`src/rtl/alu_cmd_master.sv`:
```
// -----------------------------------------------------------------------------
// alu_cmd_master
//
// Host-side command sequencer for the 8-bit CPU/ALU block. Load and execute
// commands arrive on a valid/ready stream and are turned into single-cycle
// ce strobes on the CPU's ce/load/opcode/data_in interface. After an execute
// strobe the sequencer waits out the CPU's busy window, samples data_out on
// the last busy cycle, and presents the result on a valid/ready result port.
//
// Parameters
//   BUSY_CYCLES  cycles the CPU stays busy after an execute strobe (1..15)
//   CNT_W        width of the optional statistics counters
//
// Ports
//   clk, rst                    clock (rising edge), synchronous active-high reset
//   cmd_valid/cmd_ready         command handshake
//   cmd_exec                    0 = load operand, 1 = execute
//   cmd_reg, cmd_data           register index, load data
//   cmd_op, cmd_cin, cmd_cout   ALU operation, carry-in, cout control (execute)
//   ce, load, opcode, data_in   registered CPU strobe, load select, opcode, operand
//   cin, cout                   registered carry-in / cout control to the CPU
//   data_out                    CPU result
//   res_valid/res_ready         result handshake
//   res_data                    captured result
//
// Optional feature (macro ALU_CMD_STATS_EN)
//   stat_clr                    synchronous clear of both counters
//   load_cnt, exec_cnt          saturating counts of load / execute strobes
// -----------------------------------------------------------------------------
module alu_cmd_master #(
    parameter int BUSY_CYCLES = 2,
    parameter int CNT_W       = 16
) (
    input  logic             clk,
    input  logic             rst,
`ifdef ALU_CMD_STATS_EN
    input  logic             stat_clr,
    output logic [CNT_W-1:0] load_cnt,
    output logic [CNT_W-1:0] exec_cnt,
`endif
    input  logic             cmd_valid,
    output logic             cmd_ready,
    input  logic             cmd_exec,
    input  logic [2:0]       cmd_reg,
    input  logic [7:0]       cmd_data,
    input  logic [3:0]       cmd_op,
    input  logic             cmd_cin,
    input  logic             cmd_cout,
    output logic             ce,
    output logic             load,
    output logic [7:0]       opcode,
    output logic [7:0]       data_in,
    output logic             cin,
    output logic             cout,
    input  logic [7:0]       data_out,
    output logic             res_valid,
    input  logic             res_ready,
    output logic [7:0]       res_data
);

    // Reject out-of-range configurations at elaboration time.
    if (BUSY_CYCLES < 1 || BUSY_CYCLES > 15) begin : g_bad_busy
        $error("alu_cmd_master: BUSY_CYCLES must be in 1..15");
    end
    if (CNT_W < 1) begin : g_bad_cnt_w
        $error("alu_cmd_master: CNT_W must be at least 1");
    end

    typedef enum logic [1:0] {
        S_IDLE     = 2'd0,
        S_DRV_LOAD = 2'd1,
        S_DRV_EXEC = 2'd2,
        S_BUSY     = 2'd3
    } state_e;

    localparam logic [3:0] BUSY_LAST = 4'(BUSY_CYCLES - 1);

    state_e     state_q;
    logic [3:0] busy_cnt_q;
    logic       ce_q;
    logic       load_q;
    logic [7:0] opcode_q;
    logic [7:0] data_in_q;
    logic       cin_q;
    logic       cout_q;
    logic       res_valid_q;
    logic [7:0] res_data_q;
    logic       cmd_accept;

    // A new command may be taken while idle or while a load strobe is on the
    // bus (back-to-back loads), but never while a result is still unread.
    assign cmd_ready  = ((state_q == S_IDLE) || (state_q == S_DRV_LOAD)) && !res_valid_q;
    assign cmd_accept = cmd_valid && cmd_ready;

    // NOTE: state and outputs use non-blocking assignments so every register
    // updates from the values that were present before the clock edge.
    always_ff @(posedge clk) begin
        if (rst) begin
            state_q     <= S_IDLE;
            busy_cnt_q  <= 4'd0;
            ce_q        <= 1'b0;
            load_q      <= 1'b0;
            opcode_q    <= 8'h00;
            data_in_q   <= 8'h00;
            cin_q       <= 1'b0;
            cout_q      <= 1'b0;
            res_valid_q <= 1'b0;
            res_data_q  <= 8'h00;
        end else begin
            // ce and load are strobes: low unless a command is launched below.
            ce_q   <= 1'b0;
            load_q <= 1'b0;

            if (res_valid_q && res_ready) begin
                res_valid_q <= 1'b0;
            end

            case (state_q)
                S_IDLE, S_DRV_LOAD: begin
                    if (cmd_accept) begin
                        ce_q <= 1'b1;
                        if (cmd_exec) begin
                            state_q  <= S_DRV_EXEC;
                            opcode_q <= {1'b0, cmd_reg, cmd_op};
                            cin_q    <= cmd_cin;
                            cout_q   <= cmd_cout;
                        end else begin
                            state_q   <= S_DRV_LOAD;
                            load_q    <= 1'b1;
                            opcode_q  <= {1'b0, cmd_reg, 4'h0};
                            data_in_q <= cmd_data;
                        end
                    end else begin
                        state_q <= S_IDLE;
                    end
                end

                S_DRV_EXEC: begin
                    state_q    <= S_BUSY;
                    busy_cnt_q <= BUSY_LAST;
                end

                S_BUSY: begin
                    // The CPU result is valid on the final busy cycle.
                    if (busy_cnt_q == 4'd0) begin
                        state_q     <= S_IDLE;
                        res_data_q  <= data_out;
                        res_valid_q <= 1'b1;
                    end else begin
                        busy_cnt_q <= busy_cnt_q - 4'd1;
                    end
                end

                default: state_q <= S_IDLE;
            endcase
        end
    end

    assign ce        = ce_q;
    assign load      = load_q;
    assign opcode    = opcode_q;
    assign data_in   = data_in_q;
    assign cin       = cin_q;
    assign cout      = cout_q;
    assign res_valid = res_valid_q;
    assign res_data  = res_data_q;

`ifdef ALU_CMD_STATS_EN
    logic [CNT_W-1:0] load_cnt_q;
    logic [CNT_W-1:0] exec_cnt_q;

    // One count per strobe cycle; stat_clr wins over a same-cycle increment.
    always_ff @(posedge clk) begin
        if (rst || stat_clr) begin
            load_cnt_q <= '0;
            exec_cnt_q <= '0;
        end else begin
            if (state_q == S_DRV_LOAD && load_cnt_q != '1) begin
                load_cnt_q <= load_cnt_q + CNT_W'(1);
            end
            if (state_q == S_DRV_EXEC && exec_cnt_q != '1) begin
                exec_cnt_q <= exec_cnt_q + CNT_W'(1);
            end
        end
    end

    assign load_cnt = load_cnt_q;
    assign exec_cnt = exec_cnt_q;
`endif

endmodule

```
`config.mk`:
```
export PLATFORM = sky130hd
export DESIGN_NAME = alu_cmd_master
export DESIGN_NICKNAME = d
export VERILOG_FILES = /design/src/rtl/alu_cmd_master.sv
export SDC_FILE = /design/constraint.sdc
export NUM_CORES = 1
export LEC_CHECK = 0
export ABC_AREA = 1
export CORE_MARGIN = 3
export CORE_UTILIZATION = 54
export DETAILED_ROUTE_END_ITERATION = 8
export DONT_BUFFER_PORTS = 1
export PLACE_DENSITY_LB_ADDON = 0.08
export REMOVE_ABC_BUFFERS = 1
export SETUP_SLACK_MARGIN = 0.5
export SYNTH_ARGS = -nofsm -noshare
export SYNTH_HDL_FRONTEND = slang
export SYNTH_SLANG_ARGS = --single-unit
```
`constraint.sdc`:
```
create_clock -name clk -period 1.05 [get_ports clk]
set_input_delay 0.315 -clock clk [delete_from_list [all_inputs] [get_ports clk]]
set_output_delay 0.315 -clock clk [all_outputs]
set_load 0.1 [all_outputs]
```
==> results by group, run 1 <==
Yosys
  • Simple-gate share of the synthesized area: 20.6%
  • Number of synthesized register bits: 34
  • Synth Area in XOR/XNOR: 0.672%
  • Synth cell types: 21
  • Mapped Avg Cell Area: roughly 8.0 um2
  • Synth Area in Adders: under 10%
  • Ys Warns: 0
  • Netlist Area Pre-Place: between 0.001 and 0.0015 mm2
  • Seq/Total Area, Yosys: a little over half
  • Mapped Cells: 163
  • Largest family of logic cells by synthesized area: simple AND/OR/NAND/NOR gates
  • Compound-Gate Fraction of Synth Area: between 10% and 20%
  • Mux share of post-synthesis cell area: 0%

Placement
  • DPL Wire Length: ~3100 um
  • GP Congestion: approximately 0.68
  • Port bufs: 0
  • Dpl ws: -0.325 ns

Clocking
  • Number of buffers created by CTS: 5
  • Clock Path Buffers: 2
  • CTS H-Tree Depth: 2
  • Clock tree root buffer cell: clkbuf_4
  • CTS Sinks: 34
  • Hold buffers post-CTS: 0
  • Post_cts resized: 76
  • Postcts setup bufs: 7

Floorplan
  • Die span in x: about 55 um
  • Ports: 60
  • Row count: 17
  • Vert. Die Dim: between 50 and 60 um
  • Initial Utilization: between 50% and 60%

Outcome
  • Status: did not finish
  • Failed at: clock tree synthesis
  • Tool error: [ERROR DPL-0038] Utilization greater than 100%, impossible to legalize
[logic make-up after synthesis]
family,count (synthesis)
AOI/OAI and AO/OA,41
xor gates and xnor gates,1
adders and majority gates,2
buffers and inverters,24
DFF,34
other,1
and+or+nand+nor,60
[synthesized netlist by cell type]
cell	instances	area [um2]
conb_1	1	3.75
dfxtp_1	34	681
o21ai_2	1	8.76
buf_6	1	11.3
nand2_4	1	11.3
inv_4	1	6.26
nor2_1	15	56.3
nor2_4	2	22.5
buf_1	1	3.75
nand2_2	1	6.26
nand2_1	30	113
nand3_1	10	50.1
a21oi_1	28	140
o21ai_0	12	60.1
clkbuf_1	2	7.51
xor2_1	1	8.76
clkinv_1	1	3.75
buf_4	2	15.0
ha_1	2	25.0
nand3_2	1	10.0
inv_1	16	60.1
[per-stage QoR]
| step | area, um2 | cells |
|---|---|---|
| floorplan | 1270 | 157 |
| global placement | 1970 | 227 |
| detailed placement | 1970 | 227 |
==> run 2, diff against run 1 <==
CORE_AREA = 3 3 64 66   (was not set)
CORE_MARGIN = not set   (was 3)
CORE_UTILIZATION = not set   (was 54)
DIE_AREA = 0 0 67 69   (was not set)
PLACE_DENSITY_LB_ADDON = 0.15   (was 0.08)
SETUP_SLACK_MARGIN = not set   (was 0.5)
clock period = 1.35 ns   (was 1.05 ns; I/O delays follow)
==> run 2 against run 1 <==
- the run now ends clean
- area after synthesis is the same
- synthesized cell count unchanged
==> results by group, run 2 <==
Cells and area
  • Nets@finish: 228
  • Most frequent cells in the layout: dfxtp_1 (32), nand2_1 (29), buf_12 (28)
  • Commonest non-fill, non-tap cell in the layout: dfxtp_1
  • Layout cells sized above 1: a little over a quarter
  • Layout area overhead: 55.7%
  • Final instance area: 0.00203 mm2
  • Layout fillers: 360
  • Number of antenna cells inserted: 0

Outcome
  • Status: finished clean (was did not finish)

Clocking
  • Number of buffers created by CTS: 5 (unchanged)
  • Clk slew on worst S/H paths: ~0.06 ns
  • CTS H-Tree Depth: 2 (unchanged)
  • Clk Latency, worst-skew pair: between 0.2 and 0.3 ns
  • Hold buffers post-CTS: 0 (unchanged)
  • Clock tree root buffer cell: clkbuf_8 (was clkbuf_4)
  • CTS Sinks: 34 (unchanged)
  • CTS tree: built
  • Clock Path Buffers: 2 (unchanged)

Timing
  • Max-slew violation count: 0
  • F_max: about 0.74 GHz
  • RSZ-0062 raised after global routing: yes
  • Setup TNS: 0 ns
  • # setup viols final: 0
  • Final critical-path required period: between 1 and 1.5 ns
  • Final setup skew: 0.00691 ns
  • Final Hold Vio Count: 0
  • Final worst path period share: between 90 and 100%

Global route
  • Antenna violations before repair: 0
  • Gr ovfl total: 0
  • First-pass GRT wire length: between 5000 and 6000 um
  • GRT Util Overall: roughly 15%
  • Number of global-route vias before repair: around 1,200
  • Largest net degree at the start of global routing: 22

Detailed routing
  • DRC: 0
  • Pre-Repair DR Iteration Count: 4
  • Routed via count: around 1,200
  • Total wire length: between 3000 and 4000 um
  • Initial DRC Count: 32
  • Final ANT Viol Nets: 0
  • WL per Instance: approximately 13 um
  • Via density: around 4.7

Power and ir drop
  • Combinational share of power: between 20% and 30%
  • Leakage: 0.000778 uW
  • Switching share of power: about a third
  • Clk network pwr share: around 28%
  • Internal power: approximately 1600 uW
  • PwrDens: roughly 1200 mW/mm2
  • Switching pwr: roughly 820 uW
  • VDD IR max: 804 uV
  • Sequential share of power: 44.8%

Setup path
  • Setup crit end: cmd_ready
  • Largest delay share family, worst path: flip-flops
  • Worst reg2reg endpoint: res_data[4]$_SDFFE_PP0P_
  • Peak fanout along the critical path: 2
  • CP Buf/Inv Count: 1
  • Crit. End Element: output pin
  • CP arrival: between 0.9 and 1 ns
  • CP startpoint: state_q[1]$_SDFFE_PP0P_
  • CP Cell Sequence: nor2_4, buf_12
  • FF-to-FF Start: busy_cnt_q[0]$_SDFFE_PP0P_
  • CP peak stage delay: roughly 0.35 ns
  • Worst R2R Path Depth: 5
  • R2R setup slack: ~0.090 ns
  • Critical path depth: 2
  • Critical Path Slowest Stage Cell: dfxtp_4
  • Required @ worst endpoint: approximately 0.95 ns
  • Worst Setup Start Kind: register
  • Kind of critical path: register to output pin

Yosys
  • Mapped Avg Cell Area: 8.00 um2 (unchanged)
  • Post-synth EDFFs: 0 (unchanged)
  • Synth top area share: 52.2% (unchanged)
  • Most frequent cell after synthesis: dfxtp_1 (unchanged)
  • Synth cell types: 21 (unchanged)
  • Ys Warns: 0 (unchanged)
  • Post-synth top cells: dfxtp_1 (34), nand2_1 (30), a21oi_1 (28), inv_1 (16), nor2_1 (15) (unchanged)
  • Netlist Area Pre-Place: 0.00130 mm2 (unchanged)
  • Number of synthesized register bits: 34 (unchanged)
  • Synth area leaders: dfxtp_1 (52%), a21oi_1 (11%), nand2_1 (8.6%) (unchanged)
  • Post-synth top area cell: dfxtp_1 (unchanged)
  • Post-synth top flop: dfxtp_1 (unchanged)
  • Ys async rst share: 0% (unchanged)
  • Mapped Cells: 163 (unchanged)
  • Seq/Total Area, Yosys: 52.2% (unchanged)

Floorplan
  • Core ar.: about 0.0036 mm2
  • Die ar.: 0.00462 mm2
  • Ports: 60 (unchanged)
  • Vert. Die Dim: 69 um (was 55.1 um)
  • Die span in x: 67 um (was 55.1 um)
  • Row count: 22 (was 17)
  • Initial Utilization: 35.9% (was 57.8%)

Placement
  • Port bufs: 0 (unchanged)
  • Placed Area: 0.00189 mm2 (was 0.00197 mm2)
  • DPL Wire Length: 2380 um (was 3140 um)
  • GP Congestion: 0.665 (was 0.680)

Job
  • Max_cap viols: 0

Min path
  • Worst min path class: input pin to register
-- run 2: cell counts after synthesis --
Identical to the previous run, type by type.
-- run 2: logic make-up (layout without fill, tap and decap cells) --
group | after synthesis | in the layout | share of synthesized area, %
other cells | 1 | 1 | 0.288
compound gates | 41 | 41 | 16.0
simple gates | 60 | 60 | 20.6
buf+inv | 24 | 57 | 8.25
fa+ha+maj | 2 | 2 | 1.92
xor+xnor | 1 | 1 | 0.672
flops | 34 | 34 | 52.2
-- run 2: power by group through the flow --
stage	Sequential [uW]	Clock (uW)	Combinational, uW
after floorplan	1380	0	146
after global placement	1110	0	625
after detailed placement	1120	0	634
after CTS	1090	720	644
after global routing	1090	754	688
final	1090	692	654
-- run 2: per-layer routing --
layer | share of wire, % | track usage, %
met5 | 0 | 0
met4 | 1.1 | 5.18
met3 | 11 | 7.65
met2 | 50 | 24.9
met1 | 38 | 15.4
-- run 2: how the worst min path moves through the flow --
| stage | from | endpoint | depth (start not counted) |
|---|---|---|---|
| 2_1_floorplan | busy_cnt_q[1]$_SDFFE_PP0P_ | busy_cnt_q[1]$_SDFFE_PP0P_ | 2 |
| 3_3_place_gp | busy_cnt_q[1]$_SDFFE_PP0P_ | busy_cnt_q[1]$_SDFFE_PP0P_ | 2 |
| 3_5_place_dp | busy_cnt_q[1]$_SDFFE_PP0P_ | busy_cnt_q[1]$_SDFFE_PP0P_ | 2 |
| 4_1_cts | rst | data_in[5]$_SDFFE_PP0P_ | 1 |
| 5_1_grt | rst | state_q[1]$_SDFFE_PP0P_ | 1 |
| 6_report | rst | state_q[1]$_SDFFE_PP0P_ | 1 |
-- run 2: through the flow --
step / hold slack, ns / utilization (%) / setup WS [ns] / std cells / total power (uW)
2_1_floorplan: 0.448 / - / -0.696 / 157 / 1530
3_3_place_gp: 0.464 / 52.0 / 0.0771 / 235 / 1740
3_5_place_dp: 0.465 / 52.0 / -0.0446 / 235 / 1750
4_1_cts: 0.171 / 54.9 / -0.0353 / 242 / 2460
5_1_grt: 0.170 / 55.9 / -0.0268 / 244 / 2540
6_report: 0.178 / 55.9 / 0.00556 / 244 / 2440
-- run 2: repair_timing --
action | in CTS | in global routing
pin swaps | 1 | 1
gates resized for setup | 7 | 8
setup endpoints to repair | 10 | 14
setup buffers | 0 | 2
-- run 2: layout make-up --
cell class	instances	area [um2]	share of cell area, %
Clock buffer	6	72.6	3.58
Sequential cell	34	686	33.8
Timing Repair Buffer	32	594	29.3
Clock inverter	1	7.51	0.370
Tap cell	48	60.1	2.96
Inverter	18	70.1	3.45
Multi-Input combinational cell	105	539	26.6
Note: power is estimated with default switching activity, not from simulation.
